==> config.mk <==
export PLATFORM = sky130hd
export DESIGN_NAME = lsu_dccm_stbuf_flat
export DESIGN_NICKNAME = d
export VERILOG_FILES = /design/src/rtl/lsu_stbuf_pkg.sv /design/src/rtl/lsu_dccm_stbuf_if.sv /design/src/rtl/lsu_stbuf_fwd.sv /design/src/rtl/lsu_dccm_stbuf.sv /design/src/flat_wrapper.sv
export SDC_FILE = /design/constraint.sdc
export NUM_CORES = 1
export LEC_CHECK = 0
export ABC_AREA = 0
export BUFFER_PORTS_ARGS = -buffer_cell sky130_fd_sc_hd__buf_2
export CAP_MARGIN = 10
export CORE_ASPECT_RATIO = 1.1
export CORE_MARGIN = 2
export CORE_UTILIZATION = 60
export DETAILED_ROUTE_END_ITERATION = 8
export PLACE_DENSITY_LB_ADDON = 0.12
export SLEW_MARGIN = 25
export SYNTH_ARGS = -nofsm -noshare
export SYNTH_HDL_FRONTEND = slang
export SYNTH_SLANG_ARGS = --single-unit
==> constraint.sdc <==
create_clock -name clk -period 4.6 [get_ports clk]
set_input_delay 0.46 -clock clk [delete_from_list [all_inputs] [get_ports clk]]
set_output_delay 0.46 -clock clk [all_outputs]
set_load 0.02 [all_outputs]
==> src/rtl/lsu_stbuf_pkg.sv <==
// Shared types and sizing for the DCCM committed-store buffer.
package lsu_stbuf_pkg;
    localparam int DEPTH       = 4;
    localparam int ADDR_W      = 16;
    localparam int DATA_W      = 39;
    localparam int STARVE_MAX  = 8;
    localparam int STBUF_PTR_W = $clog2(DEPTH);
    localparam int STBUF_CNT_W = $clog2(DEPTH + 1);
    localparam int STARVE_W    = $clog2(STARVE_MAX + 1);

    typedef struct packed {
        logic              valid;
        logic [ADDR_W-1:2] addr;
        logic [DATA_W-1:0] data;
    } stbuf_entry_t;
endpackage

==> src/rtl/lsu_dccm_stbuf_if.sv <==
// Store-in / load-forward handshake between the LSU pipe and the store buffer.
interface lsu_dccm_stbuf_if
    import lsu_stbuf_pkg::*;
();
    logic              st_valid;
    logic              st_ready;
    logic [ADDR_W-1:0] st_addr;
    logic [DATA_W-1:0] st_data;
    logic              ld_rden;
    logic [ADDR_W-1:0] ld_addr;
    logic              fwd_hit;
    logic [DATA_W-1:0] fwd_data;
    logic              ld_stall;
    logic              lsu_freeze_dc3;

    modport master (
        output st_valid, st_addr, st_data, ld_rden, ld_addr, lsu_freeze_dc3,
        input  st_ready, fwd_hit, fwd_data, ld_stall
    );

    modport slave (
        input  st_valid, st_addr, st_data, ld_rden, ld_addr, lsu_freeze_dc3,
        output st_ready, fwd_hit, fwd_data, ld_stall
    );
endinterface

==> src/rtl/lsu_stbuf_fwd.sv <==
// Age-ordered CAM: returns the youngest valid entry whose word address matches.
module lsu_stbuf_fwd
    import lsu_stbuf_pkg::*;
(
    input  stbuf_entry_t             entries [DEPTH],
    input  logic [STBUF_PTR_W-1:0]   rd_ptr,
    input  logic [ADDR_W-1:2]        ld_word,
    output logic                     fwd_hit,
    output logic [DATA_W-1:0]        fwd_data
);
    logic [STBUF_PTR_W-1:0] idx;

    // Walk oldest (k=0 at rd_ptr) to youngest so the last match seen wins.
    always_comb begin
        fwd_hit  = 1'b0;
        fwd_data = '0;
        idx      = '0;
        for (int k = 0; k < DEPTH; k++) begin
            idx = rd_ptr + STBUF_PTR_W'(k);
            if (entries[idx].valid && (entries[idx].addr == ld_word)) begin
                fwd_hit  = 1'b1;
                fwd_data = entries[idx].data;
            end
        end
    end
endmodule

==> src/rtl/lsu_dccm_stbuf.sv <==
// Committed-store FIFO draining into the DCCM write port, with load forwarding
// and a starvation counter that forces a drain over the load pipe.
module lsu_dccm_stbuf
    import lsu_stbuf_pkg::*;
(
    input  logic                   clk,
    input  logic                   rst_l,
    lsu_dccm_stbuf_if.slave        bus,
    output logic                   dccm_wren,
    output logic [ADDR_W-1:0]      dccm_wr_addr,
    output logic [DATA_W-1:0]      dccm_wr_data,
    output logic                   stbuf_empty,
    output logic                   stbuf_full,
    output logic [STBUF_CNT_W-1:0] stbuf_count
);
    stbuf_entry_t           entries [DEPTH];
    logic [STBUF_PTR_W-1:0] wr_ptr;
    logic [STBUF_PTR_W-1:0] rd_ptr;
    logic [STBUF_CNT_W-1:0] count;
    logic [STARVE_W-1:0]    starve_cnt;
    logic                   force_drain;
    logic                   push;
    logic                   pop;
    logic [DEPTH-1:0]       valid_vec;
    logic                   unused_addr_lsbs;

    assign unused_addr_lsbs = ^{bus.st_addr[1:0], bus.ld_addr[1:0]};

    assign stbuf_count = count;
    assign stbuf_empty = (count == '0);
    assign stbuf_full  = (count == STBUF_CNT_W'(DEPTH));
    assign bus.st_ready = ~stbuf_full;

    assign force_drain = (starve_cnt == STARVE_W'(STARVE_MAX));
    assign dccm_wren   = ~stbuf_empty & ~bus.lsu_freeze_dc3 & (~bus.ld_rden | force_drain);
    assign bus.ld_stall = force_drain & ~stbuf_empty & ~bus.lsu_freeze_dc3;

    assign push = bus.st_valid & bus.st_ready;
    assign pop  = dccm_wren;

    assign dccm_wr_addr = dccm_wren ? {entries[rd_ptr].addr, 2'b00} : '0;
    assign dccm_wr_data = dccm_wren ? entries[rd_ptr].data : '0;

    always_ff @(posedge clk or negedge rst_l) begin
        if (!rst_l) begin
            for (int i = 0; i < DEPTH; i++) entries[i] <= '0;
            wr_ptr <= '0;
            rd_ptr <= '0;
            count  <= '0;
        end else begin
            // push and pop never target the same slot: push needs not-full,
            // pop needs not-empty, and wr_ptr==rd_ptr only in those states
            if (pop) begin
                entries[rd_ptr].valid <= 1'b0;
                rd_ptr <= rd_ptr + 1'b1;
            end
            if (push) begin
                entries[wr_ptr].valid <= 1'b1;
                entries[wr_ptr].addr  <= bus.st_addr[ADDR_W-1:2];
                entries[wr_ptr].data  <= bus.st_data;
                wr_ptr <= wr_ptr + 1'b1;
            end
            case ({push, pop})
                2'b10:   count <= count + 1'b1;
                2'b01:   count <= count - 1'b1;
                default: count <= count;
            endcase
        end
    end

    always_ff @(posedge clk or negedge rst_l) begin
        if (!rst_l) begin
            starve_cnt <= '0;
        end else if (dccm_wren || stbuf_empty) begin
            starve_cnt <= '0;
        end else if (!bus.lsu_freeze_dc3 && !force_drain) begin
            starve_cnt <= starve_cnt + 1'b1;
        end
    end

    lsu_stbuf_fwd u_fwd (
        .entries  (entries),
        .rd_ptr   (rd_ptr),
        .ld_word  (bus.ld_addr[ADDR_W-1:2]),
        .fwd_hit  (bus.fwd_hit),
        .fwd_data (bus.fwd_data)
    );

    always_comb begin
        valid_vec = '0;
        for (int i = 0; i < DEPTH; i++) valid_vec[i] = entries[i].valid;
    end

    a_count_matches_valids: assert property (
        @(posedge clk) disable iff (!rst_l) int'(count) == $countones(valid_vec)
    );
endmodule

==> src/flat_wrapper.sv <==
// flat-port wrapper written by rule: the top's interface ports become plain ports
module lsu_dccm_stbuf_flat import lsu_stbuf_pkg::*;
  (clk, rst_l, dccm_wren, dccm_wr_addr, dccm_wr_data, stbuf_empty, stbuf_full, stbuf_count, bus_st_valid, bus_st_addr, bus_st_data, bus_ld_rden, bus_ld_addr, bus_lsu_freeze_dc3, bus_st_ready, bus_fwd_hit, bus_fwd_data, bus_ld_stall);
  lsu_dccm_stbuf_if bus_i ();
  input  logic clk;
  input  logic rst_l;
  output logic dccm_wren;
  output logic [ADDR_W-1:0] dccm_wr_addr;
  output logic [DATA_W-1:0] dccm_wr_data;
  output logic stbuf_empty;
  output logic stbuf_full;
  output logic [STBUF_CNT_W-1:0] stbuf_count;
  input wire logic [$bits(bus_i.st_valid)-1:0] bus_st_valid;
  input wire logic [$bits(bus_i.st_addr)-1:0] bus_st_addr;
  input wire logic [$bits(bus_i.st_data)-1:0] bus_st_data;
  input wire logic [$bits(bus_i.ld_rden)-1:0] bus_ld_rden;
  input wire logic [$bits(bus_i.ld_addr)-1:0] bus_ld_addr;
  input wire logic [$bits(bus_i.lsu_freeze_dc3)-1:0] bus_lsu_freeze_dc3;
  output wire logic [$bits(bus_i.st_ready)-1:0] bus_st_ready;
  output wire logic [$bits(bus_i.fwd_hit)-1:0] bus_fwd_hit;
  output wire logic [$bits(bus_i.fwd_data)-1:0] bus_fwd_data;
  output wire logic [$bits(bus_i.ld_stall)-1:0] bus_ld_stall;
  assign bus_i.st_valid = bus_st_valid;
  assign bus_i.st_addr = bus_st_addr;
  assign bus_i.st_data = bus_st_data;
  assign bus_i.ld_rden = bus_ld_rden;
  assign bus_i.ld_addr = bus_ld_addr;
  assign bus_i.lsu_freeze_dc3 = bus_lsu_freeze_dc3;
  assign bus_st_ready = bus_i.st_ready;
  assign bus_fwd_hit = bus_i.fwd_hit;
  assign bus_fwd_data = bus_i.fwd_data;
  assign bus_ld_stall = bus_i.ld_stall;
  lsu_dccm_stbuf u_core (.clk(clk), .rst_l(rst_l), .bus(bus_i), .dccm_wren(dccm_wren), .dccm_wr_addr(dccm_wr_addr), .dccm_wr_data(dccm_wr_data), .stbuf_empty(stbuf_empty), .stbuf_full(stbuf_full), .stbuf_count(stbuf_count));
endmodule
==> results of run 1 <==
## worst register-to-register path: cells and delay by family, from the launching register on
family,cells,cell delay [ns]
AO/OA/AOI/OAI,1,0.23
XOR/XNOR,2,0.30
adder cells (fa/ha/maj),3,0.71
buffers and inverters,3,0.36
flip-flops,1,0.43
AND/OR/NAND/NOR,3,0.35
## worst max-delay path by stage
stage	slack [ns]	endpoint	cells after the start
floorplan	0.31	bus_fwd_data[28]	18
finish	0.15	bus_fwd_data[16]	10
global route	0.03	bus_fwd_data[38]	10
CTS	0.04	bus_fwd_data[38]	12
global placement	0.54	bus_fwd_data[38]	12
detailed placement	0.48	bus_fwd_data[38]	12
## Yosys cell counts, drive strengths merged (4+ instances only)
cell     number
o221a        39
a21oi         8
ha           11
nor2          7
dfrtp       227
nor4          4
nand4        88
buf          54
xnor2        37
mux4        192
o21ai        12
inv          18
nand3         5
nor3          4
o2111ai      40
clkbuf       83
mux2i        41
and2         52
nand2        32
mux2        215
nor2b         5
xor2         27
## where the power goes
group | leakage (uW) | total (uW) | switching [uW] | internal, uW
Combinational | 0.00452 | 9280 | 4160 | 5130
Clock | 0.000417 | 2030 | 847 | 1190
Sequential | 0.00269 | 4260 | 1230 | 3030
Total | 0.00763 | 15600 | 6230 | 9350
## through the flow
stage / instance area (um2) / total power (uW) / hold WS (ns) / utilization (%)
after floorplan: 16600 / 11300 / 0.164 / -
after global placement: 17700 / 13100 / 0.489 / 65.4
after detailed placement: 17700 / 13400 / 0.499 / 65.4
after CTS: 18600 / 15500 / 0.185 / 68.5
after global routing: 18700 / 16500 / 0.191 / 68.9
final: 18700 / 15600 / 0.192 / 68.9
## cells in the final DEF (no fill, tap or decap), types with 4 or more instances in the layout
cell type,instances
o221a_2,26
clkbuf_8,4
clkbuf_16,27
nor2b_1,5
diode_2,5
mux4_2,192
o221a_1,13
dfrtp_1,225
a21oi_1,7
xor2_1,27
nand4_1,88
clkinv_2,9
nand3_1,5
buf_4,27
o2111ai_1,40
ha_1,10
nor4_1,4
mux2i_1,41
and2_1,52
buf_12,7
inv_1,18
nand2_1,28
xnor2_1,37
buf_2,171
nor2_1,7
clkbuf_1,5
buf_6,4
mux2_2,215
o21ai_0,11
## layout make-up
cell class,count,area share [%]
Timing Repair Buffer,214,7.16
Inverter,18,0.362
Tap cell,357,2.39
Clock inverter,11,0.442
Sequential cell,227,30.4
Multi-Input combinational cell,859,55.1
Clock buffer,36,4.01
Antenna cell,5,0.0670
## sequential cells by signal, summed over array words and instances, names as in the netlist
name / count
u_core.entries: 216
u_core.starve_cnt: 4
u_core.stbuf_count: 3
u_core.rd_ptr: 2
u_core.wr_ptr: 2
## routing by layer
| metal | vias to the layer above | share of wire [%] | GRT usage [%] | wire, um |
|---|---|---|---|---|
| li1 | 5242 | - | - | - |
| met1 | 6436 | 40 | 41.6 | 17600 |
| met2 | 541 | 50 | 51.0 | 21900 |
| met3 | 95 | 7.4 | 5.05 | 3280 |
| met4 | 4 | 3.0 | 9.92 | 1340 |
| met5 | - | 0.043 | 0 | 19 |
## repair_timing
| action | in CTS | in global routing |
|---|---|---|
| setup endpoints to repair | 27 | 39 |
| buffers inserted | 1 | 5 |
| pin swaps | 1 | 2 |
| hold buffers | 1 | 0 |
| gates resized for setup | 0 | 5 |
| endpoints found under the hold margin | 86 | 0 |
## cell families (layout without fill, tap and decap cells)
| family | Yosys count | in the layout |
|---|---|---|
| buffers and inverters | 155 | 279 |
| AO/OA/AOI/OAI | 129 | 129 |
| adder cells (fa/ha/maj) | 12 | 12 |
| multiplexers | 448 | 448 |
| XOR/XNOR | 64 | 64 |
| other | 1 | 7 |
| flip-flops | 227 | 227 |
| AND/OR/NAND/NOR | 204 | 204 |
==> flow_summary.toml, run 1 <==
[pwr]
powerDensity_mw_per_mm2 = 834
p_leak_uw = 0.00763
peakVddDrop_v = 0.000505

[synthesis]
synth.distinct_cells = 52
seq_area_frac_synth_pct = 34.2
synthMuxAreaShare_pct = 43.1
synthSimpleGateAreaFrac_pct = 7.10
yosys_most_used_dff = "dfrtp_1"
synth_area_leaders = "dfrtp_1 34%, mux4_2 26%, mux2_2 15%"
synth_edf_count = 0
netlist_area_mm2 = 0.0166
synth_top_area_share_pct = 34.2
synth_compound_area_share_pct = 7.05
ys_warn_count = 0
ys_seq_elements = 227
async_flop_share_pct = 100
synth_top_family_by_area = "multiplexers"
synth_top_area_cell = "dfrtp_1"
avgSynthCellArea_um2 = 13.4
netlist_instances = 1240
synthAdderAreaFrac_pct = 0.950
synth_xor_area_share_pct = 3.38

[placed_design]
dp_hpwl_mm = 26.2
place_inst = 1667
port_buffers = 172
dp_slack_ns = 0.481
routabilityCongestion = 0.869

[sta]
final.setup.tns_ns = 0
relSlewSlack_pct = 34.1
finalHoldViolCount = 0
finalSetupViolCount = 0
period_share_pct = 96.6
maxSlewViolCount = 0
fin_crit_ns = 4.45
max_freq_mhz = 225
tightest_slew_ns = 0.989
fin_ws_ns = 0.155
finClkSkew_ns = 0.0117
grt_setup_unrepaired = "false"

[clock_tree]
clk_latency_ns = 0.54
h-tree-depth = 1
clk_path_buf_depth = 3
clk_pin_slew_ns = 0.07
cts.sinks = 227
clockRootBuffer = "clkbuf_16"
cts_tree = "yes"
cts_buffers = 26

[floorplan]
die_h_um = 178
start_util_pct = 61.2
core_mm2 = 0.0271
die_x_um = 163
dieArea_mm2 = 0.0290
rows = 63
io_pins = 179

[global_route]
grt_pass1_wl_mm = 68.7
grt_antenna_before_repair = 6
track_usage_pct = 30.6
grt_start_max_net_pins = 157
grt_remaining_overflow = 0
first_global_vias = 12200

[setup_path]
crit_path_top_delay_cell = "buf_16"
reg2reg_slack_ns = 2.15
cp-start-kind = "flip-flop"
crit_fanout = 121
path_common_cell = "nand4_1"
startpoint = "u_core.rd_ptr[1]$_DFFE_PN0P_"
worstSetupEndpointType = "primary output"
cp_top_family = "buffers and inverters"
cp_num_buf_inv = 3
path_class = "flip-flop to primary output"
path_cells = "buf_16 -> mux4_2 -> xnor2_1 -> nand4_1 -> a2111oi_4 -> buf_12 -> nand4_1 -> o2111ai_1 -> o221a_2 -> buf_2"
cpPeakStageDelay_ns = 0.50
r2r_cells = 12
required_ns = 4.14
r2r_start = "u_core.starve_cnt[0]$_DFFE_PN0P_"
r2r_end = "u_core.stbuf_count[2]$_DFFE_PN0P_"
crit_arrival_ns = 3.99

[route]
post_drt_wl_per_cell_um = 25.6
via_per_inst = 7.13
first_iter_violations = 1105
dr.pass1.iters = 5
ant_nets = 0
routed_wl_mm = 44.2
post-route-drc-count = 0
num_vias = 12300

[hold_path]
hold_path.startpoint = "bus_st_addr[8]"
holdPathStages = 2
hold_class = "input pin to flip-flop"
min_to = "u_core.entries[45]$_DFFE_PN0P_"

[cells_and_area]
regArea_mm2 = 0.00569
fillers = 1972
final_cells = 1727
area_delta_synth_final_pct = 12.6
drive_gt1_share_pct = 51.5
multiInputGateArea_mm2 = 0.0103
nets = 1434

[run_status]
status = "finished, final reports clean"

[flow_run]
cap_viol_max_count = 0
Note: power is estimated with default switching activity, not from simulation.
==> run 2: changes to the inputs <==
PLACE_DENSITY_LB_ADDON = 0.05   (was 0.12)
==> flow_summary.toml, run 2 (synthesized netlist as in run 1, its figures left out) <==
[setup_path]
path_cells = "inv_1 -> ha_4 -> buf_4 -> mux4_2 -> xnor2_1 -> nand4_1 -> and4b_2 -> and3_1 -> buf_12 -> o2111ai_1 -> o221a_2 -> buf_2"
required_ns = 4.14
cp_top_family = "buffers and inverters"
crit_path_top_delay_cell = "mux4_2"
crit_fanout = 40
cpPeakStageDelay_ns = 0.53
path_class = "flip-flop to primary output"
r2r_cells = 12
cp_num_buf_inv = 4
cp-start-kind = "flip-flop"
cp.depth = 12
crit_arrival_ns = 4.00
worstSetupEndpointType = "primary output"

[sta]
finalSetupViolCount = 0
max_freq_mhz = 224
finClkSkew_ns = 0.0161
period_share_pct = 97.0
finalHoldViolCount = 0
relSlewSlack_pct = 47.9
fin_ws_ns = 0.138
timing.hold.ws_ns = 0.186
maxSlewViolCount = 0
fin_crit_ns = 4.46
tightest_slew_ns = 0.781
grt_setup_unrepaired = "true"

[cells_and_area]
area_delta_synth_final_pct = 13.4
final_common_cell = "dfrtp_1"
layout_common_cells = "225 x dfrtp_1, 215 x mux2_2, 192 x mux4_2"
drive_gt1_share_pct = 51.5
fin_area_mm2 = 0.0188
largest_register = "u_core.entries"
largest_reg_flops = 216
nets = 1432

[global_route]
first_global_vias = 12400
grt_antenna_before_repair = 3
grt_pass1_wl_mm = 71.0
grt_remaining_overflow = 0
grt_start_max_net_pins = 92
track_usage_pct = 31.7

[placed_design]
post_dp_cell_area_mm2 = 0.0177
dp_slack_ns = 0.354
port_buffers = 172
dp_hpwl_mm = 26.9
routabilityCongestion = 0.852

[route]
dr.pass1.iters = 5
routed_wl_mm = 45.4
via_per_inst = 7.19
wl_met2_mm = 23.2
routed.top_layer = "met4"
route.met3.wl_mm = 3.20
wl_met1_mm = 17.7
first_iter_violations = 1001
post-route-drc-count = 0
post_drt_wl_per_cell_um = 26.3
num_vias = 12400
ant_nets = 0

[pwr]
comb_power_share_pct = 58.9
pwr-share-clk_pct = 14.2
peakVddDrop_v = 0.000709
powerDensity_mw_per_mm2 = 846
p_leak_uw = 0.00769
internal_power_uw = 9580
p_switching_uw = 6330
seq_power_share_pct = 26.9
sw_frac_of_total_pct = 39.8

[floorplan]
rows = 63
dieArea_mm2 = 0.0290
io_pins = 179
die_h_um = 178
start_util_pct = 61.2
die_x_um = 163
core_mm2 = 0.0271

[hold_path]
hold_class = "input pin to flip-flop"
holdPathStages = 2

[clock_tree]
clk_path_buf_depth = 3
h-tree-depth = 1
clockRootBuffer = "clkbuf_16"
clk_pin_slew_ns = 0.07
cts_tree = "yes"
clk_latency_ns = 0.55
cts_buffers = 26
cts.sinks = 227

[run_status]
status = "finished, final reports clean"

[flow_run]
cap_viol_max_count = 0
==> run 2: through the flow <==
step	cells	total power, uW	utilization (%)	TNS (ns)
6_report	1724	15900	69.4	0
2_1_floorplan	1241	11300	-	0
4_1_cts	1720	15900	69.3	0
3_3_place_gp	1666	13100	65.3	0
3_5_place_dp	1666	13400	65.3	0
5_1_grt	1722	16800	69.4	-0.00113
==> run 2: repair_timing <==
item	CTS	global route
gates cloned	1	0
gates resized for setup	4	1
endpoints found under the setup margin	39	22
pin swaps	1	1
hold buffers	1	0
endpoints found under the hold margin	69	0
setup buffers	4	1
==> run 2: metal layers <==
metal | vias to the layer above | track usage, %
met3 | 105 | 5.14
met4 | 0 | 11.3
met5 | - | 0
met2 | 546 | 53.9
met1 | 6515 | 41.8
li1 | 5234 | -
==> run 2: path summary, 6_finish.rpt <==
path / from / end / slack [ns]
setup / recovery: u_core.rd_ptr[1]$_DFFE_PN0P_ / bus_fwd_data[36] / 0.14
hold / removal: bus_st_data[32] / u_core.entries[86]$_DFFE_PN0P_ / 0.19
setup reg to reg: u_core.starve_cnt[0]$_DFFE_PN0P_ / u_core.stbuf_count[2]$_DFFE_PN0P_ / 1.96
hold reg to reg: u_core.entries[161]$_DFF_PN0_ / u_core.entries[161]$_DFF_PN0_ / 0.52
max in group asynchronous: rst_l / u_core.rd_ptr[1]$_DFFE_PN0P_ / 2.86
min in group asynchronous: rst_l / u_core.entries[45]$_DFFE_PN0P_ / 0.50
==> run 2: power by group through the flow <==
| stage | combinational, uW | clock (uW) | sequential (uW) |
|---|---|---|---|
| after detailed placement | 9150 | 0 | 4230 |
| after CTS | 9390 | 2300 | 4220 |
| after floorplan | 7490 | 0 | 3840 |
| final | 9370 | 2260 | 4280 |
| after global placement | 9010 | 0 | 4120 |
| after global routing | 9980 | 2380 | 4430 |
==> run 2: area by class of cell <==
class	count	area (um2)
clock inverters	11	164
well taps	357	447
fillers	1984	8310
diodes	3	7.51
repair buffers	212	1360
multi-input cells	859	10300
flip-flops and latches	227	5690
inverters	18	67.6
clock buffers	37	773
==> run 3: changes to the inputs <==
CTS_BUF_LIST = sky130_fd_sc_hd__clkbuf_4 sky130_fd_sc_hd__clkbuf_8   (was default)
==> flow_summary.toml, run 3 (synthesized netlist as in run 1, its figures left out) <==
[sta]
maxSlewViolCount = 0
fin_crit_ns = 4.44
relSlewSlack_pct = 27.4
grt_setup_unrepaired = "false"
timing.hold.ws_ns = 0.175
period_share_pct = 96.5
finClkSkew_ns = 0.0254
max_freq_mhz = 225
tightest_slew_ns = 1.08
final.setup.tns_ns = 0
finalSetupViolCount = 0
finalHoldViolCount = 0

[pwr]
p_leak_uw = 0.00770
peakVddDrop_v = 0.000713
pwr-share-clk_pct = 13.0
comb_power_share_pct = 59.8
sw_frac_of_total_pct = 40.1
powerDensity_mw_per_mm2 = 835
p_switching_uw = 6280
seq_power_share_pct = 27.2
internal_power_uw = 9380

[cells_and_area]
layout_common_cells = "225 x dfrtp_1, 215 x mux2_2, 192 x mux4_2"
final_cells = 1751
drive_gt1_share_pct = 52.8
final_common_cell = "dfrtp_1"
fillers = 1993
area_delta_synth_final_pct = 13.1
nets = 1448
largest_register = "u_core.entries"
largest_reg_flops = 216

[route]
post_drt_wl_per_cell_um = 25.7
dr.pass1.iters = 5
post-route-drc-count = 0
routed_wl_mm = 45.0
first_iter_violations = 1070
num_vias = 12400
ant_nets = 0
via_per_inst = 7.11

[global_route]
grt_antenna_before_repair = 2
grt_start_max_net_pins = 92
grt_pass1_wl_mm = 70.5
grt_remaining_overflow = 0
first_global_vias = 12500
track_usage_pct = 31.6

[setup_path]
crit_path_top_delay_cell = "dfrtp_4"
r2r_start = "u_core.stbuf_count[0]$_DFFE_PN0P_"
crit_fanout = 39
r2r_end = "u_core.entries[183]$_DFFE_PN0P_"
r2r_cells = 6
crit_arrival_ns = 3.98
cpPeakStageDelay_ns = 0.48
cp-start-kind = "flip-flop"
path_cells = "inv_1 -> ha_4 -> buf_12 -> mux4_2 -> xnor2_1 -> nand4_1 -> a2111oi_0 -> nand4_1 -> buf_4 -> nand2b_2 -> buf_12 -> o221a_1 -> buf_2"
cp_top_family = "buffers and inverters"
path_class = "flip-flop to primary output"
required_ns = 4.14
reg2reg_slack_ns = 1.85
worstSetupEndpointType = "primary output"
cp_num_buf_inv = 5

[hold_path]
min_to = "u_core.entries[9]$_DFFE_PN0P_"
hold_path.startpoint = "bus_st_data[9]"
holdPathStages = 2
hold_class = "input pin to flip-flop"

[placed_design]
port_buffers = 172
place_inst = 1666
dp_hpwl_mm = 26.9
routabilityCongestion = 0.852

[floorplan]
die_h_um = 178
core_mm2 = 0.0271
rows = 63
io_pins = 179
dieArea_mm2 = 0.0290
die_x_um = 163
start_util_pct = 61.2

[clock_tree]
clk_pin_slew_ns = 0.06
h-tree-depth = 2
cts_buffers = 41
clk_latency_ns = 0.55
clk_path_buf_depth = 3
cts.sinks = 227
cts_tree = "yes"
clockRootBuffer = "clkbuf_8"

[flow_run]
cap_viol_max_count = 0

[run_status]
status = "finished, final reports clean"
[run 3: what timing repair did]
action / CTS / global route
pin swaps: 1 / 1
endpoints found under the setup margin: 39 / 23
hold buffers: 1 / 0
endpoints found under the hold margin: 88 / 0
gates resized for setup: 4 / 1
cloned: 1 / 0
buffers inserted: 5 / 1
[run 3: layout make-up]
cell class / count / area [um2] / area share (%)
multi-input cells: 859 / 10300 / 54.9
flip-flops and latches: 227 / 5690 / 30.3
repair buffers: 213 / 1370 / 7.27
clock buffers: 65 / 813 / 4.33
well taps: 357 / 447 / 2.38
clock inverters: 9 / 77.6 / 0.413
inverters: 18 / 67.6 / 0.360
diodes: 3 / 7.51 / 0.0400
[run 3: power groups by stage]
stage | sequential [uW] | combinational, uW | clock (uW)
2_1_floorplan | 3840 | 7490 | 0
3_3_place_gp | 4120 | 9010 | 0
3_5_place_dp | 4230 | 9150 | 0
4_1_cts | 4200 | 9380 | 2090
5_1_grt | 4420 | 9980 | 2180
6_report | 4260 | 9360 | 2040
[run 3: metrics by stage]
stage / setup WS, ns / cell area [um2] / utilization [%] / total power (uW)
finish: 0.163 / 18800 / 69.2 / 15700
global route: 0.0189 / 18800 / 69.2 / 16600
CTS: 0.0985 / 18700 / 69.1 / 15700
detailed placement: 0.354 / 17700 / 65.3 / 13400
global placement: 0.397 / 17700 / 65.3 / 13100
floorplan: 0.306 / 16600 / - / 11300
[run 3: worst max-delay path by stage]
| stage | start | end | slack [ns] | cells after the start |
|---|---|---|---|---|
| after global placement | u_core.rd_ptr[1]$_DFFE_PN0P_ | bus_fwd_data[33] | 0.40 | 11 |
| after detailed placement | u_core.rd_ptr[1]$_DFFE_PN0P_ | bus_fwd_data[29] | 0.35 | 9 |
| after global routing | u_core.rd_ptr[1]$_DFFE_PN0P_ | bus_fwd_data[33] | 0.02 | 12 |
| after floorplan | u_core.rd_ptr[0]$_DFFE_PN0P_ | bus_fwd_data[28] | 0.31 | 18 |
| after CTS | u_core.rd_ptr[1]$_DFFE_PN0P_ | bus_fwd_data[33] | 0.1 | 12 |
| final | u_core.rd_ptr[1]$_DFFE_PN0P_ | bus_fwd_data[33] | 0.16 | 13 |
[run 3: metal layers]
metal  global-route usage [%]  up-vias  wire length [um]
met1                     41.6     6484             17600
met5                        0        -                 0
met2                     52.5      579             22800
met4                     11.9        0              1380
li1                         -     5261                 -
met3                     6.09      121              3270
